<file path="src/rtl/operand_ram_pkg.sv">
// operand_ram shared types: FSM state and default operand table.
// Exports opr_state_e, OPR_INIT_0..6 and init_value().
package operand_ram_pkg;

  typedef enum logic {
    INIT  = 1'b0,
    READY = 1'b1
  } opr_state_e;

  localparam logic [15:0] OPR_INIT_0 = 16'h000A;
  localparam logic [15:0] OPR_INIT_1 = 16'h000F;
  localparam logic [15:0] OPR_INIT_2 = 16'h0010;
  localparam logic [15:0] OPR_INIT_3 = 16'h0008;
  localparam logic [15:0] OPR_INIT_4 = 16'h00FF;
  localparam logic [15:0] OPR_INIT_5 = 16'h000F;
  localparam logic [15:0] OPR_INIT_6 = 16'h000A;

  // Default contents of one location; everything past entry 6 is zero.
  function automatic logic [15:0] init_value(
    input logic [31:0] addr
  );
    logic [15:0] v;
    case (addr)
      32'd0:   v = OPR_INIT_0;
      32'd1:   v = OPR_INIT_1;
      32'd2:   v = OPR_INIT_2;
      32'd3:   v = OPR_INIT_3;
      32'd4:   v = OPR_INIT_4;
      32'd5:   v = OPR_INIT_5;
      32'd6:   v = OPR_INIT_6;
      default: v = 16'h0000;
    endcase
    return v;
  endfunction

endpackage

</file>
<file path="src/rtl/operand_ram_init_fsm.sv">
// operand_ram init engine: walks every address writing the default table.
// Ports: clk, rst_n, clr_i in; ready_o, init_we_o/addr_o/data_o out.
module operand_ram_init_fsm
  import operand_ram_pkg::*;
#(
  parameter int DATA_W = 16,
  parameter int ADDR_W = 4
) (
  input  logic              clk,
  input  logic              rst_n,
  input  logic              clr_i,
  output logic              ready_o,
  output logic              init_we_o,
  output logic [ADDR_W-1:0] init_addr_o,
  output logic [DATA_W-1:0] init_data_o
);

  localparam logic [ADDR_W-1:0] LAST = '1;

  opr_state_e        state_q, state_d;
  logic [ADDR_W-1:0] cnt_q, cnt_d;

  always_comb begin
    state_d   = state_q;
    cnt_d     = cnt_q;
    init_we_o = 1'b0;
    unique case (state_q)
      INIT: begin
        init_we_o = 1'b1;
        cnt_d     = cnt_q + 1'b1;
        if (cnt_q == LAST) begin
          state_d = READY;
          cnt_d   = '0;
        end
      end
      READY: begin
        if (clr_i) begin
          state_d = INIT;
          cnt_d   = '0;
        end
      end
      default: state_d = INIT;
    endcase
  end

  always_ff @(posedge clk) begin
    if (!rst_n) begin
      state_q <= INIT;
      cnt_q   <= '0;
    end else begin
      state_q <= state_d;
      cnt_q   <= cnt_d;
    end
  end

  assign ready_o     = (state_q == READY);
  assign init_addr_o = cnt_q;
  // Table is 16 bits wide; narrower words truncate, wider ones zero-extend.
  assign init_data_o = DATA_W'(init_value(32'(cnt_q)));

endmodule

</file>
<file path="src/rtl/operand_ram.sv">
// operand_ram: 1W/2R synchronous operand store with built-in init engine.
// Ports: clr, rd_en/addr/data/valid on A and B, wr_en/addr/data, ready, reject.
module operand_ram
  import operand_ram_pkg::*;
#(
  parameter int DATA_W = 16,
  parameter int ADDR_W = 4,
  parameter bit BYPASS = 1'b1
) (
  input  logic              clk,
  input  logic              rst_n,
  input  logic              clr,
  input  logic              rd_en_a,
  input  logic [ADDR_W-1:0] rd_addr_a,
  output logic [DATA_W-1:0] rd_data_a,
  output logic              rd_valid_a,
  input  logic              rd_en_b,
  input  logic [ADDR_W-1:0] rd_addr_b,
  output logic [DATA_W-1:0] rd_data_b,
  output logic              rd_valid_b,
  input  logic              wr_en,
  input  logic [ADDR_W-1:0] wr_addr,
  input  logic [DATA_W-1:0] wr_data,
  output logic              ready,
  output logic              reject
);

  localparam int DEPTH = 2 ** ADDR_W;

  logic              init_we;
  logic [ADDR_W-1:0] init_addr;
  logic [DATA_W-1:0] init_data;

  operand_ram_init_fsm #(
    .DATA_W (DATA_W),
    .ADDR_W (ADDR_W)
  ) u_init (
    .clk         (clk),
    .rst_n       (rst_n),
    .clr_i       (clr),
    .ready_o     (ready),
    .init_we_o   (init_we),
    .init_addr_o (init_addr),
    .init_data_o (init_data)
  );

  logic [DATA_W-1:0] mem_q [DEPTH];

  logic              acc;
  logic              rd_a_ok, rd_b_ok, wr_ok;
  logic              any_req;
  logic [DATA_W-1:0] rd_data_a_q, rd_data_a_d;
  logic [DATA_W-1:0] rd_data_b_q, rd_data_b_d;
  logic              rd_valid_a_q, rd_valid_b_q;
  logic              reject_q;

  // A clr edge drops user traffic just like INIT does.
  assign acc     = ready & ~clr;
  assign rd_a_ok = rd_en_a & acc;
  assign rd_b_ok = rd_en_b & acc;
  assign wr_ok   = wr_en & acc;
  assign any_req = rd_en_a | rd_en_b | wr_en;

  always_comb begin
    rd_data_a_d = rd_data_a_q;
    rd_data_b_d = rd_data_b_q;
    if (rd_a_ok) begin
      if (BYPASS && wr_ok && (wr_addr == rd_addr_a))
        rd_data_a_d = wr_data;
      else
        rd_data_a_d = mem_q[rd_addr_a];
    end
    if (rd_b_ok) begin
      if (BYPASS && wr_ok && (wr_addr == rd_addr_b))
        rd_data_b_d = wr_data;
      else
        rd_data_b_d = mem_q[rd_addr_b];
    end
  end

  // Storage carries no reset; contents are defined by the init walk.
  always_ff @(posedge clk) begin
    if (init_we)
      mem_q[init_addr] <= init_data;
    else if (wr_ok)
      mem_q[wr_addr] <= wr_data;
  end

  always_ff @(posedge clk) begin
    if (!rst_n) begin
      rd_data_a_q  <= '0;
      rd_data_b_q  <= '0;
      rd_valid_a_q <= 1'b0;
      rd_valid_b_q <= 1'b0;
      reject_q     <= 1'b0;
    end else begin
      rd_data_a_q  <= rd_data_a_d;
      rd_data_b_q  <= rd_data_b_d;
      rd_valid_a_q <= rd_a_ok;
      rd_valid_b_q <= rd_b_ok;
      reject_q     <= any_req & ~acc;
    end
  end

  assign rd_data_a  = rd_data_a_q;
  assign rd_data_b  = rd_data_b_q;
  assign rd_valid_a = rd_valid_a_q;
  assign rd_valid_b = rd_valid_b_q;
  assign reject     = reject_q;

endmodule

</file>
<file path="config.mk">
export PLATFORM = sky130hd
export DESIGN_NAME = operand_ram
export DESIGN_NICKNAME = d
export VERILOG_FILES = /design/src/rtl/operand_ram_pkg.sv /design/src/rtl/operand_ram_init_fsm.sv /design/src/rtl/operand_ram.sv
export SDC_FILE = /design/constraint.sdc
export NUM_CORES = 1
export LEC_CHECK = 0
export BUFFER_PORTS_ARGS = -buffer_cell sky130_fd_sc_hd__buf_2
export CAP_MARGIN = 20
export CORE_ASPECT_RATIO = 2
export CORE_MARGIN = 5
export CORE_UTILIZATION = 30
export CTS_BUF_LIST = sky130_fd_sc_hd__clkbuf_4 sky130_fd_sc_hd__clkbuf_8 sky130_fd_sc_hd__clkbuf_16
export DETAILED_ROUTE_END_ITERATION = 16
export SLEW_MARGIN = 0
export SYNTH_ARGS = -nofsm -noshare
export SYNTH_HDL_FRONTEND = slang
export SYNTH_HIERARCHICAL = 1
export SYNTH_SLANG_ARGS = --single-unit
export TNS_END_PERCENT = 5
</file>
<file path="constraint.sdc">
create_clock -name clk -period 2.6 [get_ports clk]
set_input_delay 0.13 -clock clk [delete_from_list [all_inputs] [get_ports clk]]
set_output_delay 0.13 -clock clk [all_outputs]
set_load 0.01 [all_outputs]
</file>
==> flow_summary.toml <==
[yosys]
synth_common_cells = "256 x edfxtp_1, 98 x nand2_1, 93 x mux4_2"
ys_ff_latch = 296
synth_area_mm2 = 0.0143
yosysSeqAreaShare_pct = 59.2
synth_most_common_cell = "edfxtp_1"
ys_warn_count = 6
synth_top_area_cell = "edfxtp_1"
synthCells = 937
syn_avg_cell_area_um2 = 15.3
synth_top_area_share_pct = 53.6
synthArstFlopShare_pct = 0
ys.flop_type = "edfxtp_1"
synth_cell_types = 52
synth_edf_count = 256
synth_area_leaders = "edfxtp_1 54%, mux4_2 15%, dfxtp_1 5.6%"

[setup_path]
crit_chain = "inv_1, nand4bb_1, buf_4, nand2_1, nand2_1"
worstRegToRegCells = 5
crit_slowest_cell = "nand2_1"
required_ns = 2.73
end_kind = "flip-flop"
startpoint_type = "flip-flop"
r2r_slack_ns = 0.44
critPathBufInv = 2
path_max_fanout = 16
critPathArrivalTime_ns = 2.29
cp_common_cell = "nand2_1"
path_class = "reg -> reg"
max_stage_delay_ns = 0.45
r2r_start = "u_init/ready_o$_SDFF_PN0_"
cpLargestDelayFamily = "simple AND/OR/NAND/NOR gates"
r2r-end = "mem_q[0][6]$_DFFE_PP_"

[power_and_ir_drop]
peakVddDrop_uv = 408
power_density_mw_per_mm2 = 633
leakage_nw = 5.89

[timing]
period_minus_slack_ns = 2.16
slew_headroom_pct = 31.7
hold_viol = 0
tightestPinTransition_ns = 1.02
max_freq_ghz = 0.463
fin_worst_skew_ns = 0.0358
finalSetupViolCount = 0
timing.final.crit_share_pct = 83.1
rsz0062_at_grt = "no"
setup-tns-final_ns = 0
slew_violations = 0
holdWs_ns = 0.0352

[floorplanning]
die_h_um = 319
io_pins = 70
start_util_pct = 30.3
fp.coreArea_mm2 = 0.0474
die_w_um = 165
dieArea_mm2 = 0.0525
fp-row-count = 113

[routing]
post-route-drc-count = 0
antenna_left = 0
routed_wl_um = 45100
wl_per_cell_um = 26.5
viasPerCell = 5.40
first_pass_iters = 5
first_iter_violations = 653
vias = 9195

[grt]
grt_pass1_wl_um = 65100
grt.overflow.total = 0
grt_use_total_pct = 17.0
grt_pass1_vias = 9706
antenna_found_initial = 1
grt_max_degree = 42

[clock_network]
htreeDepth = 1
clockRootBuffer = "clkbuf_16"
cts_made_buffers = 25
clk_pin_slew_ns = 0.07
cts_tree = "done"
post-cts-setup-buffer-count = 0
ctsHoldBuffers = 17
cts_resized = 0
clk_latency_ns = 0.55
cts_buffer_depth = 3
cts_sinks = 296

[hold_path]
hold_depth = 3
min_path_type = "in -> reg"
holdCritStartpoint = "clr"
hold-path-endpoint = "u_init/init_addr_o[1]$_SDFFE_PN0P_"

[final_layout]
area_growth_pct = 17.6
drive_gt1_share_pct = 30.7
nNetsFinal = 1089
fin_area_mm2 = 0.0169
final_cells = 1702
postLayoutCoreUtil_pct = 35.6

[placement]
dp_hpwl_um = 32800
place_area_mm2 = 0.0158
dp.cells = 1639
port_buffers = 69
gp_congestion = 0.865

[run_status]
outcome = "finished, final reports clean"

[flow_run]
maxCapViolCount = 0
-- registers in the layout, summed over array words and instances, names as in the netlist --
signal and cells:
rd_data_a 16, rd_valid_b 1, u_init/init_addr_o 4, rd_valid_a 1
u_init/ready_o 1, reject 1, rd_data_b 16, mem_q 256
-- final cells by class --
type                       instances  area [um2]
timing repair buffer             160        1260
clock inverter                    16         251
tap                              632         791
sequential                       296        8490
clock buffer                      29         662
antenna                            1        2.50
multi-input combinational        559        5380
fill                            4445       30500
inverter                           9        33.8
-- worst reg2reg max path, cell delays in order, from the launching register on --
cell and delay, ns:
dfxtp_1 0.33, inv_1 0.12, nand4bb_1 0.31, buf_4 0.29, nand2_1 0.25, nand2_1 0.45
-- placed cells by master, fill, tap and decap left out, types with 5 or more instances in the layout --
| cell | count |
|---|---|
| edfxtp_1 | 256 |
| nand2_1 | 98 |
| mux4_2 | 93 |
| mux2i_1 | 71 |
| buf_2 | 65 |
| buf_4 | 64 |
| dfxtp_1 | 40 |
| a31oi_1 | 38 |
| o21a_1 | 35 |
| o31ai_1 | 32 |
| clkbuf_16 | 25 |
| mux2_2 | 21 |
| a221oi_1 | 21 |
| o21ai_0 | 20 |
| dlygate4sd3_1 | 17 |
| nor2_2 | 16 |
| buf_12 | 14 |
| nand3_1 | 12 |
| nor2_1 | 11 |
| inv_1 | 8 |
| a21o_1 | 8 |
| conb_1 | 8 |
| nor2b_1 | 7 |
| xnor2_1 | 7 |
| a2bb2oi_1 | 7 |
| bufinv_16 | 6 |
| or2_2 | 5 |
| nand2b_1 | 5 |
-- layer usage --
layer	vias up	global-route usage, %	part of all wire (%)	wire (um)
met4	0	10.4	7.1	3220
met1	4704	17.4	32	14600
met2	372	32.2	56	25200
met3	152	1.55	4.6	2080
li1	3967	-	-	-
met5	-	0	0	0
-- worst max path at each step --
stage / start / end / slack, ns / depth (start not counted)
after floorplan: u_init/ready_o$_SDFF_PN0_ / mem_q[5][0]$_DFFE_PP_ / -0.07 / 5
after global routing: u_init/ready_o$_SDFF_PN0_ / mem_q[0][6]$_DFFE_PP_ / 0.35 / 5
after global placement: u_init/ready_o$_SDFF_PN0_ / mem_q[7][6]$_DFFE_PP_ / 0.44 / 5
final: u_init/ready_o$_SDFF_PN0_ / mem_q[0][6]$_DFFE_PP_ / 0.44 / 5
after CTS: u_init/ready_o$_SDFF_PN0_ / mem_q[13][6]$_DFFE_PP_ / 0.42 / 5
after detailed placement: u_init/ready_o$_SDFF_PN0_ / mem_q[4][6]$_DFFE_PP_ / 0.42 / 5
-- cell families after synthesis --
family	after synthesis	share of synthesized area, %
buffers and inverters	89	3.76
other	1	0.0262
adder cells (fa/ha/maj)	4	0.349
multiplexers	188	21.8
flip-flops	296	59.2
XOR/XNOR	8	0.541
AO/OA/AOI/OAI	172	8.57
AND/OR/NAND/NOR	179	5.79
-- through the flow --
step           power [W]  setup WS (ns)
2_1_floorplan    0.00614        -0.0729
3_3_place_gp     0.00653          0.439
4_1_cts           0.0107          0.417
5_1_grt           0.0110          0.348
3_5_place_dp     0.00654          0.416
6_report          0.0107          0.439
-- power breakdown --
group          internal, W  switching (W)  total, W
registers          0.00531      0.0000671   0.00538
logic             0.000446       0.000636   0.00108
clock network      0.00244        0.00177   0.00421
No activity file was read; power rests on OpenSTA's default activity.
